`config.mk`:
```
export PLATFORM = sky130hd
export DESIGN_NAME = tick_sched_ctrl
export DESIGN_NICKNAME = d
export VERILOG_FILES = /design/src/rtl/tick_sched_pkg.sv /design/src/rtl/div_phase_counter.sv /design/src/rtl/tick_sched_ctrl.sv
export SDC_FILE = /design/constraint.sdc
export NUM_CORES = 1
export LEC_CHECK = 0
export ABC_AREA = 1
export CAP_MARGIN = 20
export CORE_MARGIN = 2
export CORE_UTILIZATION = 32
export CTS_CLUSTER_DIAMETER = 40
export CTS_CLUSTER_SIZE = 12
export DETAILED_ROUTE_END_ITERATION = 6
export PLACE_DENSITY = 0.54
export REMOVE_ABC_BUFFERS = 1
export SYNTH_ARGS = -nofsm -noshare
export SYNTH_HDL_FRONTEND = slang
export SYNTH_HIERARCHICAL = 1
export SYNTH_SLANG_ARGS = --single-unit
```
`constraint.sdc`:
```
create_clock -name clk100Mhz -period 7.05 [get_ports clk100Mhz]
set_input_delay 1.7625 -clock clk100Mhz [delete_from_list [all_inputs] [get_ports clk100Mhz]]
set_output_delay 1.7625 -clock clk100Mhz [all_outputs]
set_load 0.05 [all_outputs]
```
`src/rtl/tick_sched_pkg.sv`:
```
// Shared types and constants for the slow-tick scheduler.
// State encoding plus the default and minimum period values.
package tick_sched_pkg;

  typedef enum logic [1:0] {
    IDLE   = 2'd0,
    RUN    = 2'd1,
    PAUSED = 2'd2,
    DONE   = 2'd3
  } state_t;

  localparam int unsigned DEFAULT_DIV = 100000000;
  localparam int unsigned MIN_DIV     = 2;

endpackage

```
`src/rtl/div_phase_counter.sv`:
```
// Phase counter for the slow time base: wrap detect, tick
// register and the registered 50%-duty slow_clk compare.
module div_phase_counter #(
  parameter int CNT_W = 28
) (
  input  logic             clk100Mhz,
  input  logic             reset,
  input  logic             en,
  input  logic             clr,
  input  logic [CNT_W-1:0] div,
  output logic             tick,
  output logic             slow_clk,
  output logic             at_end
);

  localparam logic [CNT_W-1:0] ONE   = CNT_W'(1);
  localparam logic [CNT_W:0]   ONE_X = (CNT_W+1)'(1);

  logic [CNT_W-1:0] phase;
  logic [CNT_W:0]   half;

  // ceil(div/2), one bit wider so div near full scale cannot overflow
  assign half   = ({1'b0, div} + ONE_X) >> 1;
  assign at_end = (phase == div - ONE);

  // Advance phase when enabled; hold everything but tick when frozen
  always_ff @(posedge clk100Mhz or posedge reset) begin
    if (reset) begin
      phase    <= '0;
      tick     <= 1'b0;
      slow_clk <= 1'b0;
    end else if (clr) begin
      phase    <= '0;
      tick     <= 1'b0;
      slow_clk <= 1'b0;
    end else if (en) begin
      phase    <= at_end ? '0 : phase + ONE;
      tick     <= at_end;
      slow_clk <= ({1'b0, phase} < half);
    end else begin
      tick     <= 1'b0;
    end
  end

endmodule

```
`src/rtl/tick_sched_ctrl.sv`:
```
// Start/pause/stop sequencer for the slow tick divider.
// Owns the period register, one-shot count and handshake outputs.
module tick_sched_ctrl #(
  parameter int          CNT_W       = 28,
  parameter int          NUM_W       = 16,
  parameter int unsigned DEFAULT_DIV = tick_sched_pkg::DEFAULT_DIV,
  parameter int unsigned MIN_DIV     = tick_sched_pkg::MIN_DIV
) (
  input  logic             clk100Mhz,
  input  logic             reset,
  input  logic             cfg_we,
  input  logic [CNT_W-1:0] cfg_div,
  input  logic             oneshot,
  input  logic [NUM_W-1:0] num_ticks,
  input  logic             start,
  input  logic             pause,
  input  logic             stop,
  output logic             tick,
  output logic             slow_clk,
  output logic             busy,
  output logic             done,
  output logic [NUM_W-1:0] ticks_left
);

  import tick_sched_pkg::*;

  localparam logic [CNT_W-1:0] DEF_V = CNT_W'(DEFAULT_DIV);
  localparam logic [CNT_W-1:0] MIN_V = CNT_W'(MIN_DIV);
  localparam logic [NUM_W-1:0] ONE_N = NUM_W'(1);

  state_t           state;
  logic             mode_os;
  logic [CNT_W-1:0] div_reg;
  logic             at_end;
  logic             final_tick;
  logic             hold;
  logic             en;
  logic             clr;
  logic             wrap;

  // The last one-shot tick overrides a coincident pause
  assign final_tick = (state == RUN) && mode_os &&
                      (ticks_left == ONE_N) && at_end;
  assign hold = pause && !final_tick;
  assign en   = (state == RUN) && !stop && !hold;
  assign clr  = stop || (state == IDLE) || (state == DONE);
  assign wrap = en && at_end;

  div_phase_counter #(
    .CNT_W (CNT_W)
  ) u_phase (
    .clk100Mhz (clk100Mhz),
    .reset     (reset),
    .en        (en),
    .clr       (clr),
    .div       (div_reg),
    .tick      (tick),
    .slow_clk  (slow_clk),
    .at_end    (at_end)
  );

  // Controller FSM with registered busy/done/ticks_left
  always_ff @(posedge clk100Mhz or posedge reset) begin
    if (reset) begin
      state      <= IDLE;
      mode_os    <= 1'b0;
      div_reg    <= DEF_V;
      ticks_left <= '0;
      busy       <= 1'b0;
      done       <= 1'b0;
    end else begin
      done <= 1'b0;
      if (stop) begin
        state      <= IDLE;
        mode_os    <= 1'b0;
        ticks_left <= '0;
        busy       <= 1'b0;
      end else begin
        unique case (state)
          IDLE: begin
            if (cfg_we)
              div_reg <= (cfg_div < MIN_V) ? MIN_V : cfg_div;
            if (start) begin
              mode_os <= oneshot;
              if (oneshot && (num_ticks == '0)) begin
                state      <= DONE;
                ticks_left <= '0;
              end else begin
                state      <= RUN;
                busy       <= 1'b1;
                ticks_left <= oneshot ? num_ticks : '0;
              end
            end
          end
          RUN: begin
            if (wrap && mode_os) begin
              ticks_left <= ticks_left - ONE_N;
              if (ticks_left == ONE_N) begin
                state <= DONE;
                busy  <= 1'b0;
              end
            end else if (hold) begin
              state <= PAUSED;
            end
          end
          PAUSED: begin
            if (start && !pause)
              state <= RUN;
          end
          DONE: begin
            done  <= 1'b1;
            state <= IDLE;
          end
        endcase
      end
    end
  end

endmodule

```
==> results.md <==
Run status:
- The flow ran to the end, and the final reports show no timing, DRC or antenna violations.

Min path:
- The path category of the worst min-delay check is flip-flop to flip-flop.

Floorplan:
- The die covers between 20000 and 25000 sq um.
- The width of the die is 157 um.
- The placeable core region is 22800 sq um.
- The placement row count is 55.
- The height of the chip is between 150 and 200 um.
- The initial cell density of the core is between 30% and 40%.
- For this design the top-level I/O count stands at between 70 and 80.

Logic synthesis:
- Counting flops with an async set or reset pin after synthesis yields a share of 100%.
- The commonest cells after synthesis are 371 x nand2_1, 155 x nor2_1, 124 x inv_1, 68 x o21ai_0, 67 x dfrtp_1.
- The cell with the most instances after synthesis is nand2_1.
- The main flop type after synthesis is dfrtp_1.
- After synthesis the netlist holds a flip-flop and latch count of about 80.
- The cell type with the largest total area after synthesis is dfrtp_1.
- Sorting the synthesized cells by area gives the leading types as dfrtp_1 22%, nand2_1 19%, nor2_1 7.8%, inv_1 6.2%, ha_1 5.4%.
- The synthesized design devotes to its leading area cell type between 20% and 30% of total area.
- After technology mapping, the gate count stands at around 1200.
- The synthesized design contains 0 enable-type register cells.
- The per-instance average area after synthesis is 6.42 sq um.
- The synthesis warning total is 6.
- The mapped netlist covers about 7500 sq um.
- Sequential elements use a little over a quarter of the synthesized area.
- Yosys mapped the design onto just under 50 distinct sky130hd cell types.

STA:
- Final hold analysis gives a worst-case slack of slightly below 0.5 ns.
- The setup TNS after final layout is 0 ns.
- After layout, the worst path uses around 70% of the clock period.
- Derived from the worst setup path, the maximum achievable clock frequency is slightly above 0.2 GHz.
- Setup violations remaining at the end of the flow were counted as 0.
- The final hold violation count is 0.
- The worst pin sits at a relative slew slack of about two fifths.
- The final period demand of the worst path is 4.87 ns.
- Setup repair after global routing left no endpoint under its margin.
- The worst clock skew on the final layout is approximately 0.01 ns.
- The max-slew violation count is 0.
- For the pin with the worst max-slew slack, the measured transition is 0.897 ns.

Drt:
- In the final routed layout, each cell accounts on average for 14.8 um.
- The violation count after the first detailed-routing iteration is around 480.
- In this run the remaining antenna-violating nets after routing total 0.
- In the routed design, unresolved DRC markers number 0.
- Wires add up to between 20000 and 25000 um.
- The vias after detailed routing is 7536.
- The first TritonRoute pass finished after 5 iterations.
- The routed via count divided by cell count is a little under 5.

Setup path:
- Traced cell by cell, the critical path runs through inv_1, ha_1, nand2_4, nor2_4, nand2_1, o21bai_1, nand2_1, nand2_1, nand3_1, nor3_1, nand3_1, inv_1, nand2_1, nor2_4, nand3_1, a21oi_1, inv_1, nor2_1, inv_1, a211oi_1, o211ai_1, nor2_1, nand2_1, nand2_1.
- The startpoint identified for the worst register-to-register timing path is div_reg[0].
- The data arrival time of the critical path is 5.17 ns.
- Tracing the worst setup path back leads to its startpoint at div_reg[0].
- The depth of the most critical reg-to-reg path is 24.
- The slowest library cell on the worst path is inv_1.
- The nature of the critical path startpoint is a flip-flop.
- The most critical setup path has its endpoint at u_phase/slow_clk.
- The slack of the worst reg-to-reg path is roughly 2.2 ns.
- The required time reported for the critical path endpoint is between 7 and 8 ns.
- The maximum fanout along the worst path is 21.
- In this design, the stage delay of the slowest critical-path cell is between 0.4 and 0.5 ns.
- The category of the most critical setup path is flip-flop to flip-flop.
- The most repeated library cell on the critical path is nand2_1.
- The critical register-to-register path endpoint is u_phase/slow_clk.
- The kind of end point of the critical path is a flip-flop.

Pwr:
- Power spread over the standard cell area amounts to between 300 and 400 nW/um^2.
- The cell leakage power is roughly 4.1 nW.
- The worst-case vdd ir drop is between 0.00015 and 0.0002 V.

Clock network:
- Hold repair after CTS inserted 0 buffers.
- The post-cts gate resize count is 0.
- After clock tree synthesis, the clock-pin slew on the worst setup and hold paths is 0.07 ns.
- The clock network latency to the later pin of the worst-skew pair is about 0.35 ns.
- The tree is rooted in a clkbuf_16.
- The maximum number of buffers from clock root to sink is 2.
- The H-tree depth is 3.
- The number of buffers inserted to repair setup after CTS is 0.
- The clock buffer count from CTS is 9.
- The CTS tree is yes.
- The clock sink count is 79.

Global routing:
- Global routing finished with a remaining overflow of 0.
- The number of antenna violations at the first check in global routing is 0.
- The number of global-route vias before repair is roughly 7000.
- The overall routing resource usage is 19.1%.
- The first-pass GRT wire length is approximately 37000 um.
- Entering global routing, the biggest net connects 54 pins.

Layout:
- Cells with a size suffix above 1 make up about 7.4% of the layout.
- The multi-input combinational cell area is just under 5000 sq um.
- The number of antenna diodes in the final layout is 0.
- The area added between synthesis and finish is 16.3%.
- The layout has approximately 2500 filler cells.
- The net count of the finished layout is about 1300.
- The sequential cell area is 1990 sq um.

Run:
- The max-cap check violation count is 0.

Placed design:
- The number of buffers added on ports is 70.
- Once detailed placement completed, the half-perimeter wirelength came to roughly 18000 um.
- At the end of routability-driven placement, the weighted congestion stood at between 0.9 and 1.
-- metrics by stage --
stage / utilization, % / area (sq um) / setup slack, ns / instances / power (mW)
CTS: 38.2 / 8700 / 2.19 / 1533 / 2.97
finish: 38.2 / 8700 / 2.18 / 1533 / 2.96
floorplan: - / 7280 / 3.48 / 1131 / 1.99
global placement: 36.9 / 8400 / 2.19 / 1517 / 2.46
global route: 38.2 / 8700 / 1.62 / 1533 / 3.22
detailed placement: 36.9 / 8400 / 2.11 / 1517 / 2.47
-- worst min-delay path by stage --
stage | cells after the start | to | from | slack [ns]
after floorplan | 2 | mode_os | mode_os | 0.45
after global placement | 2 | mode_os | mode_os | 0.47
after detailed placement | 2 | busy | busy | 0.47
after CTS | 2 | busy | busy | 0.48
after global routing | 2 | mode_os | mode_os | 0.53
final | 2 | busy | busy | 0.48
-- metal layers --
layer  share of wire, %  routed length (um)  track usage [%]  vias up
li1                   -                   -                -     3851
met1                 50               11300             27.8     3464
met2                 45               10100             30.3      204
met3                4.8                1090             2.22       17
met4                1.0                 233             3.89        0
met5                  0                   0                0        -
-- kinds of logic (layout without fill, tap and decap cells) --
kind of cell,count (synthesis),count (layout),share of synthesized area (%)
buf+inv,162,218,9.15
fa+ha+maj,32,32,5.35
mux,4,4,0.586
compound gates,133,133,10.2
xor+xnor,55,55,6.44
simple gates,699,699,41.6
flops,79,79,26.6
-- critical path: cells and delay by family, from the launching register on --
kind | cells | cell delay [ns]
flip-flops | 1 | 0.45
AND/OR/NAND/NOR | 15 | 2.21
AO/OA/AOI/OAI | 4 | 1.00
adder cells (fa/ha/maj) | 1 | 0.28
buffers and inverters | 4 | 0.84
-- area by class of cell --
class | count | area share [%]
Multi-Input combinational cell | 923 | 55.3
Clock buffer | 10 | 2.63
Inverter | 129 | 5.57
Timing Repair Buffer | 73 | 8.32
Clock inverter | 6 | 0.791
Tap cell | 313 | 4.50
Sequential cell | 79 | 22.9
-- cells in the final DEF (no fill, tap or decap), types with 5 or more instances in the layout --
master           netlist  routed
a21oi_1               29      29
a31oi_1                6       6
clkbuf_16              0       9
clkdlybuf4s50_1        0      70
dfrtp_1               67      67
dfstp_2               12      12
ha_1                  32      32
inv_1                124     123
inv_2                  5       6
nand2_1              371     371
nand2_2               13      13
nand3_1               58      57
nand3b_1               9       9
nand4_1               39      39
nor2_1               155     154
nor2_2                 5       6
nor2_4                 8       8
nor3_1                21      21
nor4_1                 5       5
o21ai_0               68      68
o21ai_2                9       9
xnor2_1               14      14
xor2_1                41      41
-- power breakdown --
group	switching, mW	leakage [nW]	internal [mW]
clock	0.210	0.143	0.277
sequential	0.260	1.02	0.600
combinational	1.05	2.90	0.554
total	1.53	4.07	1.43
No activity file was read; power rests on OpenSTA's default activity.
==> patch: new RTL, same flow settings <==
Reset style: synchronous (`reset`), changed in 2 clocked blocks.
--- a/src/rtl/div_phase_counter.sv
+++ b/src/rtl/div_phase_counter.sv
@@ -26,3 +26,3 @@
   // Advance phase when enabled; hold everything but tick when frozen
-  always_ff @(posedge clk100Mhz or posedge reset) begin
+  always_ff @(posedge clk100Mhz) begin
     if (reset) begin
--- a/src/rtl/tick_sched_ctrl.sv
+++ b/src/rtl/tick_sched_ctrl.sv
@@ -62,3 +62,3 @@
   // Controller FSM with registered busy/done/ticks_left
-  always_ff @(posedge clk100Mhz or posedge reset) begin
+  always_ff @(posedge clk100Mhz) begin
     if (reset) begin
Formal check against the unedited RTL: differs if reset is asserted again (counterexample within 4 cycles, from zero or initial values and one cycle with reset high); with reset held inactive, the same outputs for 4 cycles.
==> patch against the original RTL <==
  * Global-route usage rose by 0.98 points
  * Critical endpoint is now u_phase/phase[23]
  * Routed wire length fell by 2.7%
  * Design area fell by 5.8%
  * Setup slack got worse by 9.5 ps
  * Die area fell by 6.9%
  * Count of clock-buffer cells in the layout fell by 1
  * Sequential cell count did not move
  * Area after synthesis fell by 7.0%
Power is not compared: it rests on default switching activity, and its combinational part moved more than twofold at a synthesized area within 25%.
==> patch: results (changes against the original RTL) <==
[run_status]
outcome = finished, final reports clean  ; unchanged

[power]
irDropWorstVdd_uv = 108
p_sw_mw = 0.433

[global_routing]
grt_max_degree = 30  ; was 54
grt_antenna_before_repair = 0  ; unchanged
grt_usage_pct = 20.0  ; was 19.1%
grt_pass1_wl_um = 35200  ; was 37100 um
grt_pass1_vias = 6555  ; was 6999
met3_usage_pct = 4.16  ; was 2.22%
use_met2_pct = 34.2  ; was 30.3%
met1_usage_pct = 25.7  ; was 27.8%

[setup_path]
max_stage_delay_ps = 380  ; was 490 ps
arrival_ps = 5120  ; was 5170 ps
critPathLaunchType = register  ; unchanged
crit_path_top_delay_cell = nor4_4  ; was inv_1
cp_max_fo = 8  ; was 21
reg2reg_from = div_reg[0]  ; unchanged

[synthesis]
synth_cell_type_count = 52  ; was 49
synth_compound_area_share_pct = 7.92  ; was 10.2%
synth-async-reset-ratio_pct = 0  ; was 100%
synth.top_cells.by_area = dfxtp_1 23%, nand2_1 18%, nor2_1 8.5%, inv_1 6.3%, ha_1 5.8%  ; was dfrtp_1 22%, nand2_1 19%, nor2_1 7.8%, inv_1 6.2%, ha_1 5.4%
syn_area_um2 = 6950  ; was 7480 um^2
synth_ff_type = dfxtp_1  ; was dfrtp_1
synth_xor_area_share_pct = 7.56  ; was 6.44%
ys_seq_area_share_pct = 22.8  ; was 26.6%
synthMuxAreaShare_pct = 0  ; was 0.586%
yosys-top-cells-count = 328 x nand2_1, 157 x nor2_1, 117 x inv_1  ; was 371 x nand2_1, 155 x nor2_1, 124 x inv_1
synth_adder_area_share_pct = 5.76  ; was 5.35%

[detailed_routing]
wl_per_cell_um = 15.2  ; was 14.8 um
vias = 7025  ; was 7536
drc_errors = 0  ; unchanged
drt_iter0_markers = 384  ; was 478

[place]
hpwlAfterDp_um = 17900  ; was 17800 um
place_area_um2 = 7820  ; was 8400 um^2
gp_congestion = 0.897  ; was 0.934
place_ws_ps = 2210  ; was 2110 ps

[clock_network]
htreeDepth = 3  ; unchanged
clock_latency_ps = 350  ; about the same
clkTransAtPathRegs_ps = 60
ctsLongestPathBuffers = 2  ; unchanged
cts_made_buffers = 9  ; unchanged
cts-root-buf = clkbuf_16  ; unchanged

[sta]
fin_skew_ps = 8.16  ; was 9.91 ps
relSlewSlack_pct = 27.3  ; was 40.2%

[cells_and_area]
nets = 1259  ; was 1298
drive_above_1_share_pct = 8.30  ; was 7.38%

[worst_hold_path]
min_from = busy  ; unchanged

==> patch: final timing paths <==
kind / endpoint / depth (start not counted) / slack [ps]
max: u_phase/phase[23] / 28 / 2170
min: busy / 2 / 490
max reg2reg: u_phase/phase[23] / 28 / 2170
min reg2reg: busy / 2 / 490
==> patch: logic make-up after synthesis <==
group	Yosys count
compound gates	102
xor+xnor	60
fa+ha+maj	32
buf+inv	158
flops	79
simple gates	694
==> patch: cell type report <==
class / instances / area [um^2]
Tap cell: 275 / 344
Fill cell: 2201 / 13000
Timing Repair Buffer: 73 / 723
Clock buffer: 9 / 225
Inverter: 125 / 469
Multi-Input combinational cell: 888 / 4700
Sequential cell: 79 / 1580
Clock inverter: 7 / 144
==> patch: worst max-delay path: cells and delay by family (launching register included) <==
kind                       cells  cell delay (ps)
buffers and inverters          6              770
DFF                            1              350
adders and majority gates      1              270
and+or+nand+nor               21             3370
==> patch: metal layers <==
| metal | wire (um) | vias up |
|---|---|---|
| li1 | - | 3700 |
| met1 | 10200 | 3139 |
| met2 | 10600 | 165 |
| met3 | 932 | 21 |
| met4 | 408 | 0 |
| met5 | 0 | - |
==> patch: power by group through the flow <==
| stage | clock [mW] | combinational [mW] | sequential [mW] |
|---|---|---|---|
| 4_1_cts | 0.602 | 0.310 | 0.496 |
| 6_report | 0.588 | 0.309 | 0.496 |
| 3_3_place_gp | 0 | 0.308 | 0.506 |
| 2_1_floorplan | 0 | 0.194 | 0.509 |
| 5_1_grt | 0.626 | 0.346 | 0.499 |
| 3_5_place_dp | 0 | 0.309 | 0.506 |
==> patch: metrics by stage <==
| stage | total power, mW | std cells | hold slack, ps |
|---|---|---|---|
| CTS | 1.41 | 1456 | 492 |
| global route | 1.47 | 1456 | 530 |
| detailed placement | 0.815 | 1440 | 476 |
| global placement | 0.814 | 1440 | 473 |
| floorplan | 0.703 | 1092 | 488 |
| finish | 1.39 | 1456 | 492 |
